### src/rtl/sh_intc_gen.sv
// sh_intc_gen: prioritised interrupt controller for a SuperH-style CPU.
//
// Each peripheral source has a config word (level, vector, edge mode) in a
// 32-bit register window. Pending sources are arbitrated by level, with ties
// going to the lowest index. The winner is presented to the CPU as
// INT_REQ/INT_LVL/INT_VEC/INT_SRC when its level exceeds the SR mask.
//
// Optional feature: define SH_INTC_GEN_EDGE_EN to enable per-source edge mode
// (config bit 16). Without it every source is level-sensitive, bit 16 reads 0
// and no edge-history flops are built.
//
// Ports:
//   CLK, RST_N         clock, asynchronous active-low reset
//   SRC_IRQ            per-source request, active-high
//   INT_MASK           CPU SR interrupt mask
//   INT_ACK            one-cycle CPU acceptance of the current request
//   INT_REQ            request to CPU (high exactly in the REQ state)
//   INT_LVL/VEC/SRC    level, vector and source index of the current request
//   REG_A              byte address of the register window (4 bytes/source)
//   REG_DI, REG_WE     write data and write strobe
//   REG_REQ            access strobe
//   REG_DO             registered read data
module sh_intc_gen #(
    parameter int unsigned NUM_SRC = 16,
    parameter int unsigned LVL_W   = 4,
    parameter int unsigned VEC_W   = 8
) (
    input  logic               CLK,
    input  logic               RST_N,
    input  logic [NUM_SRC-1:0] SRC_IRQ,
    input  logic [LVL_W-1:0]   INT_MASK,
    input  logic               INT_ACK,
    output logic               INT_REQ,
    output logic [LVL_W-1:0]   INT_LVL,
    output logic [VEC_W-1:0]   INT_VEC,
    output logic [4:0]         INT_SRC,
    input  logic [7:0]         REG_A,
    input  logic [31:0]        REG_DI,
    input  logic               REG_WE,
    input  logic               REG_REQ,
    output logic [31:0]        REG_DO
);

    typedef enum logic [0:0] {StIdle, StReq} state_e;

    state_e state_q, state_d;

    // Per-source configuration
    logic [LVL_W-1:0] lvl_q [NUM_SRC];
    logic [7:0]       vec_q [NUM_SRC];

    // Register window decode; REG_A[1:0] is ignored (word-granular window)
    logic [5:0]  reg_idx;
    logic        wr_en;
    logic        rd_en;
    logic [31:0] rd_data;
    logic [31:0] reg_do_q;
    logic        unused_a;
    logic        unused_di;

    assign reg_idx   = REG_A[7:2];
    assign wr_en     = REG_REQ & REG_WE;
    assign rd_en     = REG_REQ & ~REG_WE;
    assign unused_a  = ^REG_A[1:0];
    assign unused_di = ^REG_DI;

    // Pending vector and arbitration results
    logic [NUM_SRC-1:0] pend;
    logic [LVL_W-1:0]   cand_lvl;
    logic [7:0]         cand_vec;
    logic [4:0]         cand_src;
    logic               cand_valid;

    // Latched request and live status of the latched source
    logic [LVL_W-1:0] int_lvl_q;
    logic [VEC_W-1:0] int_vec_q;
    logic [4:0]       int_src_q;
    logic [LVL_W-1:0] cur_lvl;
    logic             cur_pend;
    logic             latch_en;
    logic             ack_take;

    assign ack_take = INT_ACK & (state_q == StReq);

    // Config registers: out-of-range indices match no entry, so writes vanish
    always_ff @(posedge CLK or negedge RST_N) begin
        if (!RST_N) begin
            for (int i = 0; i < NUM_SRC; i++) begin
                lvl_q[i] <= '0;
                vec_q[i] <= '0;
            end
        end else if (wr_en) begin
            for (int i = 0; i < NUM_SRC; i++) begin
                if (reg_idx == 6'(i)) begin
                    lvl_q[i] <= REG_DI[LVL_W-1:0];
                    vec_q[i] <= REG_DI[15:8];
                end
            end
        end
    end

`ifdef SH_INTC_GEN_EDGE_EN
    logic [NUM_SRC-1:0] edge_q;
    logic [NUM_SRC-1:0] irq_hist_q;
    logic [NUM_SRC-1:0] pend_edge_q;
    logic [NUM_SRC-1:0] pend_edge_d;
    logic [NUM_SRC-1:0] ack_clr;

    always_ff @(posedge CLK or negedge RST_N) begin
        if (!RST_N) begin
            edge_q <= '0;
        end else if (wr_en) begin
            for (int i = 0; i < NUM_SRC; i++) begin
                if (reg_idx == 6'(i)) begin
                    edge_q[i] <= REG_DI[16];
                end
            end
        end
    end

    always_comb begin
        ack_clr = '0;
        for (int i = 0; i < NUM_SRC; i++) begin
            ack_clr[i] = ack_take & (int_src_q == 5'(i));
        end
    end

    // A fresh rising edge outranks the acknowledge clear in the same cycle
    assign pend_edge_d = edge_q & ((SRC_IRQ & ~irq_hist_q) | (pend_edge_q & ~ack_clr));

    always_ff @(posedge CLK or negedge RST_N) begin
        if (!RST_N) begin
            irq_hist_q  <= '0;
            pend_edge_q <= '0;
        end else begin
            irq_hist_q  <= SRC_IRQ;
            pend_edge_q <= pend_edge_d;
        end
    end

    assign pend = (edge_q & pend_edge_q) | (~edge_q & SRC_IRQ);
`else
    assign pend = SRC_IRQ;
`endif

    // Read mux
    always_comb begin
        rd_data = '0;
        for (int i = 0; i < NUM_SRC; i++) begin
            if (reg_idx == 6'(i)) begin
                rd_data[LVL_W-1:0] = lvl_q[i];
                rd_data[15:8]      = vec_q[i];
`ifdef SH_INTC_GEN_EDGE_EN
                rd_data[16]        = edge_q[i];
`endif
            end
        end
    end

    always_ff @(posedge CLK or negedge RST_N) begin
        if (!RST_N) begin
            reg_do_q <= '0;
        end else if (rd_en) begin
            reg_do_q <= rd_data;
        end
    end

    assign REG_DO = reg_do_q;

    // Strict '>' keeps the lowest index on equal levels; level 0 never wins
    always_comb begin
        cand_lvl = '0;
        cand_vec = '0;
        cand_src = '0;
        for (int i = 0; i < NUM_SRC; i++) begin
            if (pend[i] && (lvl_q[i] > cand_lvl)) begin
                cand_lvl = lvl_q[i];
                cand_vec = vec_q[i];
                cand_src = 5'(i);
            end
        end
    end

    assign cand_valid = cand_lvl > INT_MASK;

    // Live config/pending of the latched source (config writes apply here at once)
    always_comb begin
        cur_lvl  = '0;
        cur_pend = 1'b0;
        for (int i = 0; i < NUM_SRC; i++) begin
            if (int_src_q == 5'(i)) begin
                cur_lvl  = lvl_q[i];
                cur_pend = pend[i];
            end
        end
    end

    // FSM: state register
    always_ff @(posedge CLK or negedge RST_N) begin
        if (!RST_N) begin
            state_q <= StIdle;
        end else begin
            state_q <= state_d;
        end
    end

    // FSM: next state and latch enable
    always_comb begin
        state_d  = state_q;
        latch_en = 1'b0;
        case (state_q)
            StIdle: begin
                if (cand_valid) begin
                    state_d  = StReq;
                    latch_en = 1'b1;
                end
            end
            StReq: begin
                if (INT_ACK) begin
                    state_d = StIdle;
                end else if (!cur_pend || (cur_lvl <= INT_MASK)) begin
                    state_d = StIdle;
                end else if (cand_valid && (cand_lvl > int_lvl_q)) begin
                    latch_en = 1'b1;
                end
            end
            default: state_d = StIdle;
        endcase
    end

    // Latched request data
    always_ff @(posedge CLK or negedge RST_N) begin
        if (!RST_N) begin
            int_lvl_q <= '0;
            int_vec_q <= '0;
            int_src_q <= '0;
        end else if (latch_en) begin
            int_lvl_q <= cand_lvl;
            int_vec_q <= VEC_W'(cand_vec);
            int_src_q <= cand_src;
        end
    end

    // FSM: outputs
    always_comb begin
        INT_REQ = (state_q == StReq);
        INT_LVL = int_lvl_q;
        INT_VEC = int_vec_q;
        INT_SRC = int_src_q;
    end

endmodule

### config.mk
export PLATFORM = sky130hd
export DESIGN_NAME = sh_intc_gen
export DESIGN_NICKNAME = d
export VERILOG_FILES = /design/src/rtl/sh_intc_gen.sv
export SDC_FILE = /design/constraint.sdc
export NUM_CORES = 1
export LEC_CHECK = 0
export ABC_AREA = 1
export CAP_MARGIN = 20
export CORE_AREA = 2 2 172 174
export CTS_CLUSTER_DIAMETER = 50
export DETAILED_ROUTE_END_ITERATION = 8
export DIE_AREA = 0 0 174 176
export PLACE_DENSITY_LB_ADDON = 0.25
export SYNTH_ARGS = -nofsm -noshare
export SYNTH_HDL_FRONTEND = slang
export SYNTH_SLANG_ARGS = --single-unit
export TNS_END_PERCENT = 5
### constraint.sdc
create_clock -name CLK -period 17.8 [get_ports CLK]
set_input_delay 4.45 -clock CLK [delete_from_list [all_inputs] [get_ports CLK]]
set_output_delay 4.45 -clock CLK [all_outputs]
set_load 0.01 [all_outputs]
**Word-level counts from Yosys, hierarchy flattened**

Cells that the tools add are included.

- Equal/unequal tests: 30
- Multiplexer cells: 119
- Bitwise operators: 4
- Order comparisons: 19
- Reduce and logical (&&, ||, !) cells: 37

Operators by type and width:

| kind | number |
|---|---|
| 8-bit 2-to-1 mux | 32 |
| 4-bit 2-to-1 mux | 48 |
| 5-bit 2-to-1 mux | 14 |
| 4-bit greater-than comparator | 17 |
| 6-bit by 4-bit equality test with 1-bit output, second input constant | 8 |
| 5-bit by 4-bit equality test with 1-bit output, second input constant | 8 |
| 2-bit AND reduction | 16 |
| 6-bit by 3-bit equality test with 1-bit output, second input constant | 4 |
| 1-bit 2-to-1 mux | 23 |
| 5-bit by 3-bit equality test with 1-bit output, second input constant | 4 |
| 1-bit logical AND | 17 |
| 6-bit by 2-bit equality test with 1-bit output, second input constant | 2 |
| 5-bit by 2-bit equality test with 1-bit output, second input constant | 2 |
| 6-bit by 1-bit equality test with 1-bit output, second input constant | 1 |
| 6-bit logical NOT | 1 |
| 5-bit by 1-bit equality test with 1-bit output, second input constant | 1 |
| 5-bit logical NOT | 1 |
| 4-bit by 1-bit greater-than comparator with 1-bit output, second input constant | 1 |
| 4-bit less-or-equal comparator | 1 |
| 1-bit case mux with 2 select lines | 2 |
| 1-bit bitwise AND | 2 |
| 1-bit NOT | 2 |
| 1-bit logical NOT | 1 |
| 1-bit logical OR | 1 |

- Output and inout port bits: 50
- Word-level logic and storage cells: 246
- Flip-flop bits (word level): 222
- Input bits: 65

**Longest topological paths before layout**

- Depth in word-level cells: 54
- Depth in mapped cells: 152
- Mapped depth without buffers: 144

**Least setup slack after synthesis**

Ideal clock, no wire load.

- Path kind: in2reg
- Start: input SRC_IRQ[0]
- End: register int_vec_q[6], in the netlist INT_VEC[6]
- Path slack: -4.310 ns
- Arrival time: 21.988 ns
- Stages on the path: 144
- Setup time: 0.122 ns
- Data required time: 17.678 ns
- Buffers on the path: 11
- Cells stage by stage: nand2_2 clkinv_1 nand2_1 inv_1 ha_1 nand2_1 nor2_2 nor2_4 nand2_4 buf_4 nand2_1 o21ai_0 ha_1 inv_1 o21bai_1 inv_2 nand2_4 nand2_4 (+108 left out) nand2_1 nor2_1 a21oi_1 nand2_1 inv_1 clkbuf_8 nand2_1 and2_1 ha_1 nand2_1 o21ai_0 o21ai_0 a2111o_1 nand2_1 inv_1 dlygate4sd3_1 a21oi_1 a21oi_2

- Word-level cells in the longest chain between the ends: 53
- Elaborated cells between the ends (all ways): 89
- Those cells by class: order compare (17); mux (53); reduce/logical (19)

RTL lines:

| what | RTL line | RTL |
|---|---|---|
| start: declaration | 30 | `input logic [NUM_SRC-1:0] SRC_IRQ,` |
| 1-bit logical AND (*) | 176 | `if (pend[i] && (lvl_q[i] > cand_lvl)) begin` |
| 4-bit 2-to-1 mux (*) | 176 |  |
| 4-bit greater-than comparator | 176 |  |
| 1-bit logical AND | 176 |  |
| 4-bit 2-to-1 mux (*) | 176 |  |
| 4-bit greater-than comparator | 176 |  |
| 1-bit logical AND | 176 |  |
| 4-bit 2-to-1 mux (*) | 176 |  |
| (+38 left out) | n/a |  |
| 4-bit 2-to-1 mux (*) | 176 |  |
| named net cand_lvl[3] | 69 | `logic [LVL_W-1:0] cand_lvl;` |
| 4-bit greater-than comparator, on equally long branches | 184, 223 |  |
| 1-bit logical AND | 223 | `end else if (cand_valid && (cand_lvl > int_lvl_q)) begin` |
| 1-bit 2-to-1 mux | 223 |  |
| 1-bit 2-to-1 mux | 221 | `end else if (!cur_pend \|\| (cur_lvl <= INT_MASK)) begin` |
| 1-bit 2-to-1 mux | 219 | `if (INT_ACK) begin` |
| 1-bit case mux with 2 select lines (*) | 211 | `case (state_q)` |
| end signal: assignment | 239 | `int_vec_q <= VEC_W'(cand_vec);` |
| end: declaration | 76 | `logic [VEC_W-1:0] int_vec_q;` |

Mark *: on every way through the listed nets, which the timed path passes. The rest lies on a longest branch.
A chain may end at the register's enable or synchronous reset.

**Final worst setup path**

- Start: input SRC_IRQ[0]
- End: register int_src_q[2], in the netlist INT_SRC[2]

- Word-level cells in the longest chain between the ends: 53
- Elaborated cells between the ends (all ways): 86
- Those cells by class: order compare (17); mux (50); reduce/logical (19)

RTL lines:

| what | RTL line | RTL |
|---|---|---|
| 1-bit logical AND (*) | 176 |  |
| 4-bit 2-to-1 mux (*) | 176 |  |
| 4-bit greater-than comparator | 176 |  |
| 1-bit logical AND | 176 |  |
| 4-bit 2-to-1 mux (*) | 176 |  |
| 4-bit greater-than comparator | 176 |  |
| 1-bit logical AND | 176 |  |
| 4-bit 2-to-1 mux (*) | 176 |  |
| (+38 left out) | n/a |  |
| 4-bit 2-to-1 mux (*) | 176 |  |
| named net cand_lvl[3] | 69 |  |
| 4-bit greater-than comparator, on equally long branches | 184, 223 |  |
| 1-bit logical AND | 223 |  |
| 1-bit 2-to-1 mux | 223 |  |
| 1-bit 2-to-1 mux | 221 |  |
| 1-bit 2-to-1 mux | 219 |  |
| 1-bit case mux with 2 select lines (*) | 211 |  |
| end signal: assignment | 240 | `int_src_q <= cand_src;` |
| end: declaration | 77 | `logic [4:0] int_src_q;` |

Marks and branches as above.

==> parameters.txt <==
Parameter                              Value

Clock network
  TritonCTS clock tree ... done
  Clock transition at the register clock pins on the worst setup and hold paths after CTS ... ~0.06 ns
  Cts-stage hold buffer count ... 0
  Clock Sink Count ... roughly 220
  Number of H-tree levels ... 1
  Source-to-sink clock delay at the later pin of the worst-skew pair ... 0.53 ns
  Number of buffers inserted during clock tree synthesis ... 27
  Cell at the root of the clock tree ... sky130_fd_sc_hd__clkbuf_16
  Maximum buffer depth of the clock tree ... 3

Critical path
  Cell occurring most often along the worst timing path ... sky130_fd_sc_hd__nand2_4
  Slowest cell delay on critical path ... approximately 0.31 ns
  Type of element capturing the critical path ... register
  Kind of critical path ... in -> reg
  Critical Path Slowest Stage Cell ... sky130_fd_sc_hd__ha_1
  Top delay family on crit path ... simple AND/OR/NAND/NOR gates
  Maximum fanout count along the critical path ... 6
  Arrival time at the worst endpoint ... 19.23 ns
  Worst setup slack for register-to-register paths ... 2.23 ns
  Required time of the critical path ... 18.23 ns
  Launching point of the worst reg2reg path ... lvl_q[60]
  Critical path buffers and inverters ... 27
  Reg2reg path depth ... between 100 and 150
  Startpoint type of the worst setup path ... input pin
  Reg2reg end ... INT_SRC[2]

Run status
  Outcome ... complete, but fails checks
  Violations in the final reports ... setup timing

Logic synthesis
  Total of flip-flops plus latches after synthesis ... 221
  Count of warnings emitted by yosys ... 0
  Fraction of synthesis flops using an asynchronous set or reset pin ... 1.000
  Area fraction of the dominant cell type after synthesis ... 0.3626
  Part of the Yosys area used for sequential elements ... 0.3626
  Count of cell types in the netlist ... 54
  Synth area leaders ... sky130_fd_sc_hd__dfrtp_1, sky130_fd_sc_hd__nand2_1, sky130_fd_sc_hd__o21ai_0
  Mean instance size in the synthesized netlist ... roughly 7.2 sq um
  Cell count after synthesis ... roughly 2,100
  Cell type with the largest total area after synthesis ... sky130_fd_sc_hd__dfrtp_1
  Synthesized area ... around 15,000 sq um
  Number of enable flip-flop cells after synthesis ... 0
  Primary FF master, synth ... sky130_fd_sc_hd__dfrtp_1

Routing
  Residual DRC ... 0
  Post-route ant nets ... 0
  Post-detailed-routing wire length ... 44.57 mm
  Vias/cell ... 5.705
  Router iterations before antenna repair ... 7
  DRC marker count from the first detailed-route iteration ... 1,580
  Via count ... 15,320
  Post-detailed-route wirelength per cell ... 16.59 um

Placement
  Placement-stage cell area ... 17,180 sq um
  Final GP Congestion ... 0.9132
  HPWL reported at the end of detailed placement ... 33.54 mm
  Total of buffers placed on input and output ports ... 71

Floorplan
  Number of placement rows ... 62
  Die area ... ~30,000 sq um
  Core box area ... 28,550 sq um
  Height of the die ... 176 um
  Initial core utilization ... 0.5343
  Die span in x ... 174 um
  Number of ports placed on the die boundary ... 115

Hold path
  Worst Hold Path EP ... vec_q[109]
  Number of instances on the worst hold path ... 2
  Startpoint of the most critical hold path ... vec_q[109]
  Class of the most critical hold timing path ... reg -> reg

Global routing
  First-pass GRT wire length ... 73.67 mm
  Antenna violations before repair ... 0
  Vias in the first global route ... 14,710
  Total congestion overflow ... 0
  Pin count of the biggest net entering global routing ... 109
  GRT Util Overall ... 0.2927

Timing
  Final setup violation count ... 17
  Hold violation count in the final report ... 0
  Slew HR ... 0.3812
  Post-route worst setup slack ... -1.009 ns
  Minimum period implied by the final worst setup slack ... 18.81 ns
  Maximum operating frequency ... 53.17 MHz
  RSZ-0062 raised after global routing ... true
  Clock Skews ... 0.01087 ns
  Sum Neg Setup Slack ... -15.80 ns
  Transition time at the pin with the least slew margin ... just over 0.9 ns
  Period utilisation layout ... 1.057
  Worst Hold Slack ... between 0.4 and 0.5 ns
  Final max-slew violation count ... 0

Flow run
  Max Cap Violations ... 0

Finish
  Summed area of non-filler cells in the final layout ... 18,360 sq um
  Total number of nets in the final design ... 2,396
  Antenna diodes ... 0
  Layout Area Growth over Synthesis ... 20.36%
  Fraction of layout cells with a size suffix above 1 ... 0.1916
## cell type report
type	count	area (sq um)
clock buffers	39	770.7
clock inverters	7	47.55
fillers	2542	10190
inverters	240	925.9
multi-input cells	1562	8651
flip-flops and latches	221	5530
well taps	384	480.5
repair buffers	233	1953
## how the worst max path moves through the flow
stage	from	to	slack [ns]	cells past startpoint
2_1_floorplan	SRC_IRQ[0]	INT_SRC[3]	-2.12	137
3_3_place_gp	SRC_IRQ[0]	INT_SRC[3]	-2.28	123
3_5_place_dp	SRC_IRQ[0]	INT_SRC[3]	-2.73	120
4_1_cts	SRC_IRQ[0]	INT_SRC[2]	-0.94	134
5_1_grt	SRC_IRQ[0]	INT_SRC[2]	-2.39	136
6_report	SRC_IRQ[0]	INT_SRC[2]	-1.01	134
## per-layer routing
layer,track usage,share of wire,vias to the layer above
met5,0,0,-
met4,0.07913,0.024,0
met3,0.02562,0.066,91
met2,0.4832,0.46,595
li1,-,-,7344
met1,0.4158,0.45,7293
## tightest hold or removal path, delay by kind of cell, from the launching register on
family | cells | cell delay (ns)
AO/OA/AOI/OAI | 1 | 0.06
flip-flops | 1 | 0.34
AND/OR/NAND/NOR | 1 | 0.05
## repair_timing
item                                   4_1_cts  5_1_grt
endpoints found under the hold margin        0        0
resized for setup                           50        4
setup endpoints to repair                   17       17
setup buffers                               17        0
pin swaps                                   63        9
## through the flow
step	util	setup WS [ns]	instances
after floorplan	-	-2.118	2130
after global placement	0.6019	-2.275	2622
after detailed placement	0.6019	-2.733	2622
after CTS	0.6421	-0.9358	2685
after global routing	0.6431	-2.388	2686
final	0.6431	-1.009	2686
## synthesized netlist by cell type, types with 13 or more instances
master,instances
sky130_fd_sc_hd__nand3_2,25
sky130_fd_sc_hd__inv_1,217
sky130_fd_sc_hd__inv_2,15
sky130_fd_sc_hd__dfrtp_1,221
sky130_fd_sc_hd__buf_4,23
sky130_fd_sc_hd__o21bai_1,14
sky130_fd_sc_hd__clkbuf_1,61
sky130_fd_sc_hd__nor2_1,143
sky130_fd_sc_hd__nand2_1,516
sky130_fd_sc_hd__a21oi_1,71
sky130_fd_sc_hd__nor2_2,16
sky130_fd_sc_hd__nand2_4,27
sky130_fd_sc_hd__nand2_2,51
sky130_fd_sc_hd__nor3_1,14
sky130_fd_sc_hd__o21ai_0,294
sky130_fd_sc_hd__ha_1,46
sky130_fd_sc_hd__nor2_4,13
sky130_fd_sc_hd__o211ai_1,43
sky130_fd_sc_hd__nand3_1,144
sky130_fd_sc_hd__a31oi_1,22
## layout by cell type (no fill, tap or decap), types with 15 or more instances in the layout
master and count:
sky130_fd_sc_hd__clkbuf_16 27, sky130_fd_sc_hd__nand2_1 496, sky130_fd_sc_hd__dfrtp_1 221, sky130_fd_sc_hd__nand2_2 63, sky130_fd_sc_hd__o21ai_0 266, sky130_fd_sc_hd__inv_2 18, sky130_fd_sc_hd__nand3_2 28, sky130_fd_sc_hd__nand2_4 30
sky130_fd_sc_hd__buf_4 159, sky130_fd_sc_hd__ha_1 35, sky130_fd_sc_hd__nor2_4 15, sky130_fd_sc_hd__a31oi_1 22, sky130_fd_sc_hd__nor2_1 140, sky130_fd_sc_hd__a21oi_1 62, sky130_fd_sc_hd__o211ai_1 43, sky130_fd_sc_hd__clkdlybuf4s50_1 69
sky130_fd_sc_hd__conb_1 21, sky130_fd_sc_hd__inv_1 212, sky130_fd_sc_hd__o21ai_2 19, sky130_fd_sc_hd__nor2_2 17, sky130_fd_sc_hd__nand3_1 141
## cells by family (layout without fill, tap and decap cells)
kind of cell	after synthesis	in the layout	synth area share
simple gates	984	984	0.3033
flops	221	221	0.3626
buf+inv	347	519	0.1043
compound gates	511	511	0.1919
fa+ha+maj	46	46	0.03773
other cells	1	21	0.0002458
## state kept, by name, indices dropped and copies added (netlist names)
signal,cells
INT_SRC,4
INT_REQ,1
vec_q,128
INT_VEC,8
REG_DO,12
INT_LVL,4
lvl_q,64
Power is left out: the tool's default activity adds up to more than one toggle a clock period on the data nets, which glitch-free logic cannot reach.
